### src/rtl/mux_n_rr.sv
// mux_n_rr: N-to-1 registered multiplexer with per-channel valid/ready.
// Selection is either a fixed channel select (mode=0) or round-robin
// arbitration (mode=1). One output register stage; the stage reloads whenever
// it is empty or being drained, so the mux sustains one transfer per cycle.
// Optional build macro: MUX_N_RR_XFER_CNT_EN adds a saturating 16-bit count
// of output handshakes on port xfer_cnt.
module mux_n_rr #(
  parameter int WIDTH = 8,
  parameter int NCH   = 4,
  localparam int SELW = $clog2(NCH)
) (
  input  logic                 clk,
  input  logic                 rst,
  input  logic                 mode,
  input  logic [SELW-1:0]      sel,
  input  logic [NCH*WIDTH-1:0] in_data,
  input  logic [NCH-1:0]       in_valid,
  output logic [NCH-1:0]       in_ready,
  output logic [WIDTH-1:0]     out_data,
  output logic [SELW-1:0]      out_ch,
  output logic                 out_valid,
  input  logic                 out_ready
`ifdef MUX_N_RR_XFER_CNT_EN
  ,
  output logic [15:0]          xfer_cnt
`endif
);

  logic [WIDTH-1:0] r_out_data;
  logic [SELW-1:0]  r_out_ch;
  logic             r_out_valid;
  logic [SELW-1:0]  r_last;

  logic             w_ld;
  logic             w_fx_vld;
  logic             w_rr_vld;
  logic [SELW-1:0]  w_rr_gnt;
  logic             w_gnt_vld;
  logic [SELW-1:0]  w_gnt;
  logic [WIDTH-1:0] w_gnt_data;

  // Output stage may load when empty or when its contents leave this cycle.
  assign w_ld = !r_out_valid || out_ready;

  // Fixed-select grant: only the selected channel counts; out-of-range sel never grants.
  always_comb begin
    w_fx_vld = 1'b0;
    for (int i = 0; i < NCH; i++) begin
      if ((int'(sel) == i) && in_valid[i]) w_fx_vld = 1'b1;
    end
  end

  // Round-robin grant: first valid channel scanning from last+1 around to last.
  always_comb begin
    w_rr_vld = 1'b0;
    w_rr_gnt = '0;
    for (int k = 1; k <= NCH; k++) begin
      for (int i = 0; i < NCH; i++) begin
        if (!w_rr_vld && in_valid[i] && (i == ((int'(r_last) + k) % NCH))) begin
          w_rr_vld = 1'b1;
          w_rr_gnt = SELW'(i);
        end
      end
    end
  end

  assign w_gnt_vld = mode ? w_rr_vld : w_fx_vld;
  assign w_gnt     = mode ? w_rr_gnt : sel;

  // Select the granted channel's data and raise its ready when the stage can load.
  always_comb begin
    w_gnt_data = '0;
    in_ready   = '0;
    for (int i = 0; i < NCH; i++) begin
      if (int'(w_gnt) == i) begin
        w_gnt_data  = in_data[i*WIDTH +: WIDTH];
        in_ready[i] = !rst && w_ld && w_gnt_vld;
      end
    end
  end

  // Output register and round-robin pointer; pointer follows every transfer in either mode.
  always_ff @(posedge clk or posedge rst) begin
    if (rst) begin
      r_out_data  <= '0;
      r_out_ch    <= '0;
      r_out_valid <= 1'b0;
      r_last      <= SELW'(NCH - 1);
    end else if (w_ld) begin
      if (w_gnt_vld) begin
        r_out_data  <= w_gnt_data;
        r_out_ch    <= w_gnt;
        r_out_valid <= 1'b1;
        r_last      <= w_gnt;
      end else begin
        r_out_valid <= 1'b0;
      end
    end
  end

  assign out_data  = r_out_data;
  assign out_ch    = r_out_ch;
  assign out_valid = r_out_valid;

`ifdef MUX_N_RR_XFER_CNT_EN
  logic [15:0] r_xfer_cnt;

  // Count output handshakes, sticking at all-ones instead of wrapping.
  always_ff @(posedge clk or posedge rst) begin
    if (rst) begin
      r_xfer_cnt <= '0;
    end else if (r_out_valid && out_ready && (r_xfer_cnt != 16'hFFFF)) begin
      r_xfer_cnt <= r_xfer_cnt + 16'd1;
    end
  end

  assign xfer_cnt = r_xfer_cnt;
`endif

endmodule

### config.mk
export PLATFORM = sky130hd
export DESIGN_NAME = mux_n_rr
export DESIGN_NICKNAME = d
export VERILOG_FILES = /design/src/rtl/mux_n_rr.sv
export SDC_FILE = /design/constraint.sdc
export NUM_CORES = 1
export LEC_CHECK = 0
export ABC_AREA = 1
export CORE_ASPECT_RATIO = 1.75
export CORE_UTILIZATION = 45
export DETAILED_ROUTE_END_ITERATION = 10
export PLACE_DENSITY = 0.86
export SYNTH_ARGS = -nofsm -noshare
export SYNTH_HDL_FRONTEND = slang
export SYNTH_SLANG_ARGS = --single-unit
export TNS_END_PERCENT = 50
### constraint.sdc
create_clock -name clk -period 4.08 [get_ports clk]
set_clock_uncertainty 0.1 [all_clocks]
set_input_delay 0.408 -clock clk [delete_from_list [all_inputs] [get_ports clk]]
set_output_delay 0.408 -clock clk [all_outputs]
set_load 0.02 [all_outputs]
### After elaboration in Yosys (flattened, before gate mapping)

Cells that the tools add are included.

| word-level totals | value |
|---|---|
| register bits after elaboration | 13 |
| bits in latches | 0 |
| RAM bits | 0 |
| memory bits (read-only) | 0 |
| input bits | 42 |
| output and inout bits | 15 |
| word-level logic and storage cells | 142 |
| memories | 0 |

| cells by class | value |
|---|---|
| $add $sub $neg | 4 |
| multiply operators | 0 |
| divide/modulo/power cells | 0 |
| order comparisons | 0 |
| equal/unequal tests | 18 |
| shift operators | 0 |
| muxes and demuxes | 46 |
| bitwise logic cells | 4 |
| reduce and logical (&&, ||, !) cells | 66 |

Operators with widths:

| cell | number |
|---|---|
| 32-bit zero test | 4 |
| 1-bit logical AND | 37 |
| 8-bit two-way mux | 4 |
| 2-bit two-way mux | 15 |
| 1-bit two-way mux | 27 |
| 3-bit == test (first input constant) | 8 |
| 1-bit zero test | 17 |
| 2-bit by 3-bit == test with 1-bit output (first input constant) | 4 |
| 2-bit == test (second input constant) | 4 |
| 2-bit OR reduction | 4 |
| 2-bit by 1-bit adder with 2-bit output (second input constant) | 2 |
| 2-bit adder (second input constant) | 2 |
| 1-bit AND (first input constant) | 4 |
| 2-bit by 1-bit == test with 1-bit output (second input constant) | 2 |
| 2-bit zero test | 2 |
| 2-bit AND reduction | 1 |
| 1-bit logical OR | 1 |

### Depth between registers and ports, before layout

Gate-level depths: netlist of the first run.

| depth | value |
|---|---|
| word-level depth | 72 |
| gate-level depth with buffers | 18 |
| depth with buffers taken out | 17 |

### Worst setup path before layout of the first run

Ideal clock, no wire load.

| timing | value |
|---|---|
| path kind | reg2out |
| start point | register r_last[1] |
| end point | output in_ready[2] |
| data arrival time | 2357 ps |
| required time | 3572 ps |
| setup slack | 1215 ps |
| cell stages (with the launch flop) | 14 |
| path buffers | 1 |
| cell sequence | dfstp_2 > inv_1 > nand3_1 > nand2_2 > nor2_2 > nand4_2 > nor2_2 > nand4_2 > nor2_2 > nand4_2 > nor2_4 > o21bai_2 > buf_6 > nor3_1 |

| between the ends | value |
|---|---|
| word-level cells in the longest chain between the ends | 69 |
| elaborated cells between the ends (all ways) | 110 |
| classes of those cells | add/sub (4); eq/ne (13); mux (34); bitwise (4); reduce/logical (55) |

Ends and longest elaborated chain:

| item | line | text |
|---|---|---|
| start, declared | 32 | `logic [SELW-1:0] r_last;` |
| start signal, assigned | 88 | `r_last <= SELW'(NCH - 1);` |
| start signal, assigned | 94 | `r_last <= w_gnt;` |
| 2-bit by 1-bit adder with 2-bit output | 59 | `if (!w_rr_vld && in_valid[i] && (i == ((int'(r_last) + k) % NCH))) begin` |
| 2-bit OR reduction (no source line) | -- |  |
| 1-bit AND (no source line) | -- |  |
| 32-bit zero test | 59 |  |
| 1-bit logical AND | 59 |  |
| 1-bit two-way mux | 59 |  |
| 1-bit zero test | 59 |  |
| 1-bit logical AND (2 in series) | 59 |  |
| [50 not listed] | -- |  |
| 1-bit logical AND (2 in series) | 59 |  |
| 1-bit two-way mux | 59 |  |
| 1-bit zero test | 59 |  |
| 1-bit logical AND (2 in series) | 59 |  |
| 2-bit two-way mux / 1-bit two-way mux (equally long branches) | 59 |  |
| 2-bit two-way mux / 1-bit two-way mux (equally long branches) | 68, 67 |  |
| 2-bit == test / 1-bit logical AND (equally long branches) | 75, 77 |  |
| 1-bit two-way mux (*) | 75 | `if (int'(w_gnt) == i) begin` |
| end, declared | 18 | `output logic [NCH-1:0] in_ready,` |

Mark *: on every way between the ends. The rest lies on a longest branch, timed or not.

### Final worst setup path of the first run

| timing | value |
|---|---|
| start point | input in_valid[2] |
| end point | output in_ready[3] |

| between the ends | value |
|---|---|
| word-level cells in the longest chain between the ends | 58 |
| elaborated cells between the ends (all ways) | 77 |
| classes of those cells | eq/ne (1); mux (33); reduce/logical (43) |

Ends and longest elaborated chain:

| item | line | text |
|---|---|---|
| start, declared | 17 | `input logic [NCH-1:0] in_valid,` |
| 1-bit logical AND (2 in series) | 59 |  |
| 1-bit two-way mux | 59 |  |
| 1-bit zero test | 59 |  |
| 1-bit logical AND (2 in series) | 59 |  |
| 1-bit two-way mux | 59 |  |
| 1-bit zero test | 59 |  |
| 1-bit logical AND (2 in series) | 59 |  |
| 1-bit two-way mux | 59 |  |
| [37 not listed] | -- |  |
| 1-bit logical AND (2 in series) | 59 |  |
| 1-bit two-way mux | 59 |  |
| 1-bit zero test | 59 |  |
| 1-bit logical AND (2 in series) | 59 |  |
| 2-bit two-way mux / 1-bit two-way mux (equally long branches) | 59 |  |
| 2-bit two-way mux / 1-bit two-way mux (equally long branches) | 68, 67 |  |
| 2-bit by 1-bit == test with 1-bit output / 1-bit logical AND (equally long branches) | 75, 77 |  |
| 1-bit two-way mux (*) | 75 |  |

Marks and branches as above.

==> impl_metrics.env, run 1 <==
export IMPL_placed_area_um2=1810
export IMPL_seq_power_share_pct=24.4
export IMPL_worst_setup_path_end_kind="output port"
export IMPL_nets=295
export IMPL_htree_num_levels=1
export IMPL_initial_utilization_pct=47.1
export IMPL_critPathArrivalTime_ns=3.08
export IMPL_path_buf_inv=2
export IMPL_crit_cells=13
export IMPL_rows=25
export IMPL_grt_util_met1_pct=27.8
export IMPL_syn_avg_cell_area_um2=6.42
export IMPL_drv_cap=0
export IMPL_use_met2_pct=50.9
export IMPL_vias=1497
export IMPL_setup_violations_final=0
export IMPL_clkSinkCount=13
export IMPL_wire_per_inst_um=12.9
export IMPL_synth_async_reset_ratio_pct=100
export IMPL_firstDrtPassIters=4
export IMPL_netlist_area_leader_share_pct=22.0
export IMPL_grtUsageTotal_pct=26.1
export IMPL_clk_pin_slew_ns=0.05
export IMPL_rr_worst_depth=18
export IMPL_tightestPinTransition_ns=0.502
export IMPL_drt_iter0_drc=28
export IMPL_finalWirelength_um=3590
export IMPL_clkPwrFrac_pct=12.3
export IMPL_grt_setup_unrepaired="no"
export IMPL_synth_commonest_cells="53 x nand2_1, 33 x nand3_1, 26 x inv_1, 15 x nor2_1, 11 x dfrtp_1"
export IMPL_antenna_found_initial=0
export IMPL_holdCritStartpoint="out_ch[1]$_DFFE_PP0P_"
export IMPL_grt_first_pass_wirelength_um=6130
export IMPL_slew_violations=0
export IMPL_synth_edff_count=0
export IMPL_syn_cell_area_um2=1250
export IMPL_synth_cell_types=26
export IMPL_clock_fmax_mhz=279
export IMPL_fin_tns_setup_ns=0
export IMPL_worstReg2RegStart="r_last[0]$_DFFE_PP1P_"
export IMPL_drc=0
export IMPL_core_um2=2660
export IMPL_ys_warn_count=0
export IMPL_ys_seq_elements=13
export IMPL_die_x_um=41.9
export IMPL_cp_slowest_stage_delay_ns=0.63
export IMPL_cp_max_fo=6
export IMPL_pre_cts_ws_ns=0.539
export IMPL_num_io_pins=57
export IMPL_power_density_nw_per_um2=501
export IMPL_gp_congestion=0.977
export IMPL_fin_area_um2=1860
export IMPL_dp_hpwl_um=2900
export IMPL_first_global_vias=1446
export IMPL_grt_overflow_total=0
export IMPL_p_int_w=0.000501
export IMPL_ant_nets=0
export IMPL_sw_frac_of_total_pct=46.2
export IMPL_critPathLaunch="in_valid[2]"
export IMPL_hold_violations=0
export IMPL_cts_buffers_inserted=3
export IMPL_worstPathCellList="clkdlybuf4s50_1 > nand3_1 > nand2_2 > nor2_2 > nand4_2 > nor2_2 > nand4_2 > nor2_2 > nand4_2 > nor2_4 > o21bai_1 > nor3_1 > clkdlybuf4s50_1"
export IMPL_min_path_type="reg -> reg"
export IMPL_p_sw_w=0.000431
export IMPL_die_h_um=71.8
export IMPL_utilization_pct=69.9
export IMPL_yosysSeqAreaShare_pct=26.2
export IMPL_synthCells=195
export IMPL_gr_max_usage_layer="met2"
export IMPL_synth_nets=237
export IMPL_worst_slack_ns=0.496
export IMPL_grt_max_degree=23
export IMPL_slew_headroom_pct=66.5
export IMPL_die_area_um2=3010
export IMPL_antennaDiodeCount=0
export IMPL_cts_resized=0
export IMPL_grt_use_met3_pct=2.52
export IMPL_crit_type="in -> out"
export IMPL_drive_gt1_share_pct=9.92
export IMPL_portBuffers=56
export IMPL_critical_path_slowest_cell="clkdlybuf4s50_1"
export IMPL_crit_family="simple AND/OR/NAND/NOR gates"
export IMPL_ir_drop_mv=0.338
export IMPL_holdPathStages=2
export IMPL_crit_path_start_kind="input pin"
export IMPL_cts_hold_buf=0
export IMPL_cts_buffer_depth=2
export IMPL_synth_flop_cell="dfrtp_1"
export IMPL_p_leak_nw=0.882
export IMPL_period_share_pct=87.8
export IMPL_fin_crit_ns=3.58
export IMPL_postCtsSetupBuffers=0
export IMPL_status="finished, final reports clean"
export IMPL_synth_top_area_cell="dfrtp_1"
export IMPL_yosysMostFrequentCell="nand2_1"
export IMPL_via_per_inst=5.37
export IMPL_root_buffer="clkbuf_8"
export IMPL_critical_path_required_ns=3.57
export IMPL_clk_latency_ns=0.24
export IMPL_cts_tree="built"
export IMPL_power_frac_comb_pct=63.3
export IMPL_yosys_top_cells_area="dfrtp_1 22%, nand2_1 16%, nand3_1 13%"
export IMPL_syn2layout_area_growth_pct=48.5
-- final timing paths --
kind / endpoint / slack [ns]
max in group asynchronous: r_last[1]$_DFFE_PP1P_ / 3.14
worst max register to register: out_data[5]$_DFFE_PP0P_ / 1.29
min in group asynchronous: out_data[1]$_DFFE_PP0P_ / 0.39
worst min register to register: out_ch[1]$_DFFE_PP0P_ / 0.38
worst min-delay path: out_ch[1]$_DFFE_PP0P_ / 0.38
worst max-delay path: in_ready[3] / 0.50
-- cell usage in the layout, fill, tap and decap left out, types with 5 or more instances in the layout --
cell             count
dfrtp_1             11
nor2_1              15
nand3_1             33
nand3b_1             8
nand2_1             53
clkdlybuf4s50_1     56
o21ai_0              9
nor2_2               5
nor3_1               6
inv_1               26
-- power groups by stage --
stage          combinational (W)  clock (W)  sequential, W
5_1_grt                 0.000656   0.000123       0.000231
6_report                0.000590   0.000115       0.000227
4_1_cts                 0.000592   0.000117       0.000226
2_1_floorplan           0.000338          0       0.000274
3_5_place_dp            0.000589          0       0.000228
3_3_place_gp            0.000584          0       0.000228
-- cells by family after synthesis --
group           count (synthesis)  share of synthesized area (%)
compound gates                 16                           7.49
flops                          13                           26.2
simple gates                  133                           53.5
buf+inv                        33                           12.8
-- tightest hold or removal path, delay by kind of cell (launching register included) --
family,cells,cell delay (ns)
flip-flops,1,0.35
AND/OR/NAND/NOR,2,0.10
-- state kept, by name (all words and copies together) (netlist names) --
signal     flops
out_data       8
out_ch         2
r_last         2
out_valid      1
-- per-stage QoR --
step,hold WS [ns],total power [W],cells
global route,0.411,0.00101,279
global placement,0.364,0.000812,275
floorplan,0.192,0.000611,195
detailed placement,0.373,0.000817,275
finish,0.384,0.000932,279
CTS,0.388,0.000936,279
-- per-layer routing --
metal / up-vias / wire [um]
met5: - / 0
met4: 0 / 97
met3: 10 / 141
met2: 59 / 2090
met1: 680 / 1250
li1: 748 / -
-- final cells by class --
class	count	area, um^2
fillers	234	800
multi-input cells	149	764
repair buffers	60	591
flip-flops and latches	13	328
inverters	26	97.6
clock buffers	4	45.0
well taps	27	33.8
Power figures use the tool's default switching activity.
==> run 2: changes to the inputs <==
- CORE_UTILIZATION: 45 -> 42
- PLACE_DENSITY: 0.86 -> 0.81
- clock period: 4.08 -> 3.9 ns (I/O delays scaled with it)
==> run 2 against run 1 <==
Against the previous run: clock power rose by 3%; worst hold slack got worse by 0.040 ns; sequential share of layout area fell by 0.083 points; die area rose by 6.9%; sequential power rose by 3%; flip-flop and latch count did not move; critical endpoint is now in_ready[1].
==> impl_metrics.env, run 2 (synthesis results as in run 1) <==
export IMPL_hold_violations=0
export IMPL_critical_path_slowest_cell="clkdlybuf4s50_1"
export IMPL_cts_buffers_inserted=3
export IMPL_htree_num_levels=1
export IMPL_worst_setup_path_end_kind="output port"
export IMPL_initial_utilization_pct=45.5
export IMPL_fin_crit_ns=3.56
export IMPL_grt_max_degree=23
export IMPL_period_share_pct=91.3
export IMPL_cts_resized=0
export IMPL_portBuffers=56
export IMPL_final_cells=280
export IMPL_pre_cts_ws_ns=0.350
export IMPL_postCtsSetupBuffers=0
export IMPL_power_density_nw_per_um2=519
export IMPL_core_um2=2750
export IMPL_min_path_type="in -> async"
export IMPL_tightestPinTransition_ns=0.457
export IMPL_root_buffer="clkbuf_8"
export IMPL_via_per_inst=5.30
export IMPL_ir_drop_mv=0.459
export IMPL_firstDrtPassIters=6
export IMPL_p_sw_w=0.000447
export IMPL_top_layer="met4"
export IMPL_largest_reg_flops=8
export IMPL_layout_common_cells="56 x clkdlybuf4s50_1, 53 x nand2_1, 33 x nand3_1"
export IMPL_dp_hpwl_um=2890
export IMPL_slew_headroom_pct=69.4
export IMPL_slew_violations=0
export IMPL_cts_tree="built"
export IMPL_grt_setup_unrepaired="no"
export IMPL_wl_met2_um=2000
export IMPL_power_frac_comb_pct=63.6
export IMPL_worst_slack_ns=0.340
export IMPL_p_leak_nw=0.889
export IMPL_utilization_pct=67.9
export IMPL_grtUsageTotal_pct=24.3
export IMPL_clkPwrFrac_pct=12.3
export IMPL_drc=0
export IMPL_layout_commonest_cell="clkdlybuf4s50_1"
export IMPL_placed_area_um2=1820
export IMPL_clkSinkCount=13
export IMPL_wl_met3_um=151
export IMPL_cp_slowest_stage_delay_ns=0.64
export IMPL_clk_latency_ns=0.24
export IMPL_die_area_um2=3210
export IMPL_wirelength_met1_um=1340
export IMPL_status="finished, final reports clean"
export IMPL_drv_cap=0
export IMPL_worstPathCellList="clkdlybuf4s50_1 > nand3_1 > nand2_2 > nor2_2 > nand4_2 > nor2_2 > nand4_2 > nor2_2 > nand4_2 > nor2_4 > o21bai_1 > nor3_1 > clkdlybuf4s50_1"
export IMPL_cts_hold_buf=0
export IMPL_first_global_vias=1386
export IMPL_die_x_um=43.3
export IMPL_cts_buffer_depth=2
export IMPL_critPathLaunch="in_valid[2]"
export IMPL_crit_path_start_kind="input pin"
export IMPL_ant_nets=0
export IMPL_fin_tns_setup_ns=0
export IMPL_sw_frac_of_total_pct=46.1
export IMPL_drive_gt1_share_pct=10.7
export IMPL_grt_first_pass_wirelength_um=5950
export IMPL_clk_pin_slew_ns=0.06
export IMPL_vias=1483
export IMPL_critPathArrivalTime_ns=3.07
export IMPL_crit_type="in -> out"
export IMPL_num_io_pins=57
export IMPL_p_int_w=0.000523
export IMPL_critical_path_required_ns=3.41
export IMPL_nets=296
export IMPL_grt_overflow_total=0
export IMPL_drt_iter0_drc=31
export IMPL_setup_violations_final=0
export IMPL_dp_cells=276
export IMPL_finalWirelength_um=3600
export IMPL_syn2layout_area_growth_pct=49.2
export IMPL_wire_per_inst_um=12.9
export IMPL_clock_fmax_mhz=281
export IMPL_rows=25
export IMPL_seq_power_share_pct=24.1
export IMPL_gp_congestion=0.993
export IMPL_antenna_found_initial=0
export IMPL_die_h_um=74.2
export IMPL_worstReg2RegStart="r_last[1]$_DFFE_PP1P_"
export IMPL_antennaDiodeCount=0
export IMPL_fin_area_um2=1870
export IMPL_cp_max_fo=6
==> run 2: cell count changes in the layout (fill, tap and decap cells not counted) <==
cell,delta
clkinv_2,+1
buf_4,+1
clkbuf_1,-1
==> run 2: critical path: cells and delay by family <==
kind,cells,cell delay (ns)
compound gates,1,0.12
simple gates,10,1.40
buf+inv,2,1.15
==> run 2: path summary, 6_finish.rpt <==
kind                                                end  slack (ns)  cells after the start
min in group clk                  out_ch[0]$_DFFE_PP0P_        0.37                      2
worst max register to register  out_data[7]$_DFFE_PP0P_        1.09                     18
worst min-delay path            out_data[1]$_DFFE_PP0P_        0.34                      3
worst max-delay path                        in_ready[1]        0.34                     13
max in group asynchronous         r_last[0]$_DFFE_PP1P_        3.12                      3
worst min register to register    out_ch[0]$_DFFE_PP0P_        0.37                      2
==> run 2: power groups by stage <==
| stage | clock network [W] | registers, W | logic [W] |
|---|---|---|---|
| detailed placement | 0 | 0.000234 | 0.000618 |
| global placement | 0 | 0.000233 | 0.000612 |
| finish | 0.000119 | 0.000234 | 0.000617 |
| CTS | 0.000122 | 0.000234 | 0.000620 |
| floorplan | 0 | 0.000286 | 0.000353 |
| global route | 0.000128 | 0.000239 | 0.000686 |
==> run 2: final cells by class <==
class	count	area (um^2)
Timing Repair Buffer	61	598
Tap cell	27	33.8
Fill cell	247	885
Clock inverter	1	5.00
Sequential cell	13	328
Inverter	26	97.6
Clock buffer	3	41.3
Multi-Input combinational cell	149	764
==> run 2: metal layers <==
layer  GRT usage, %  vias to the layer above
met3           3.40                       12
li1               -                      748
met2           44.9                       65
met4           10.1                        0
met5              0                        -
met1           27.1                      658
==> run 2: per-stage QoR <==
stage                     hold WS, ns  power (W)
after floorplan                 0.174   0.000640
after global placement          0.361   0.000846
after detailed placement        0.366   0.000852
after CTS                       0.343   0.000976
after global routing            0.355    0.00105
final                           0.344   0.000970
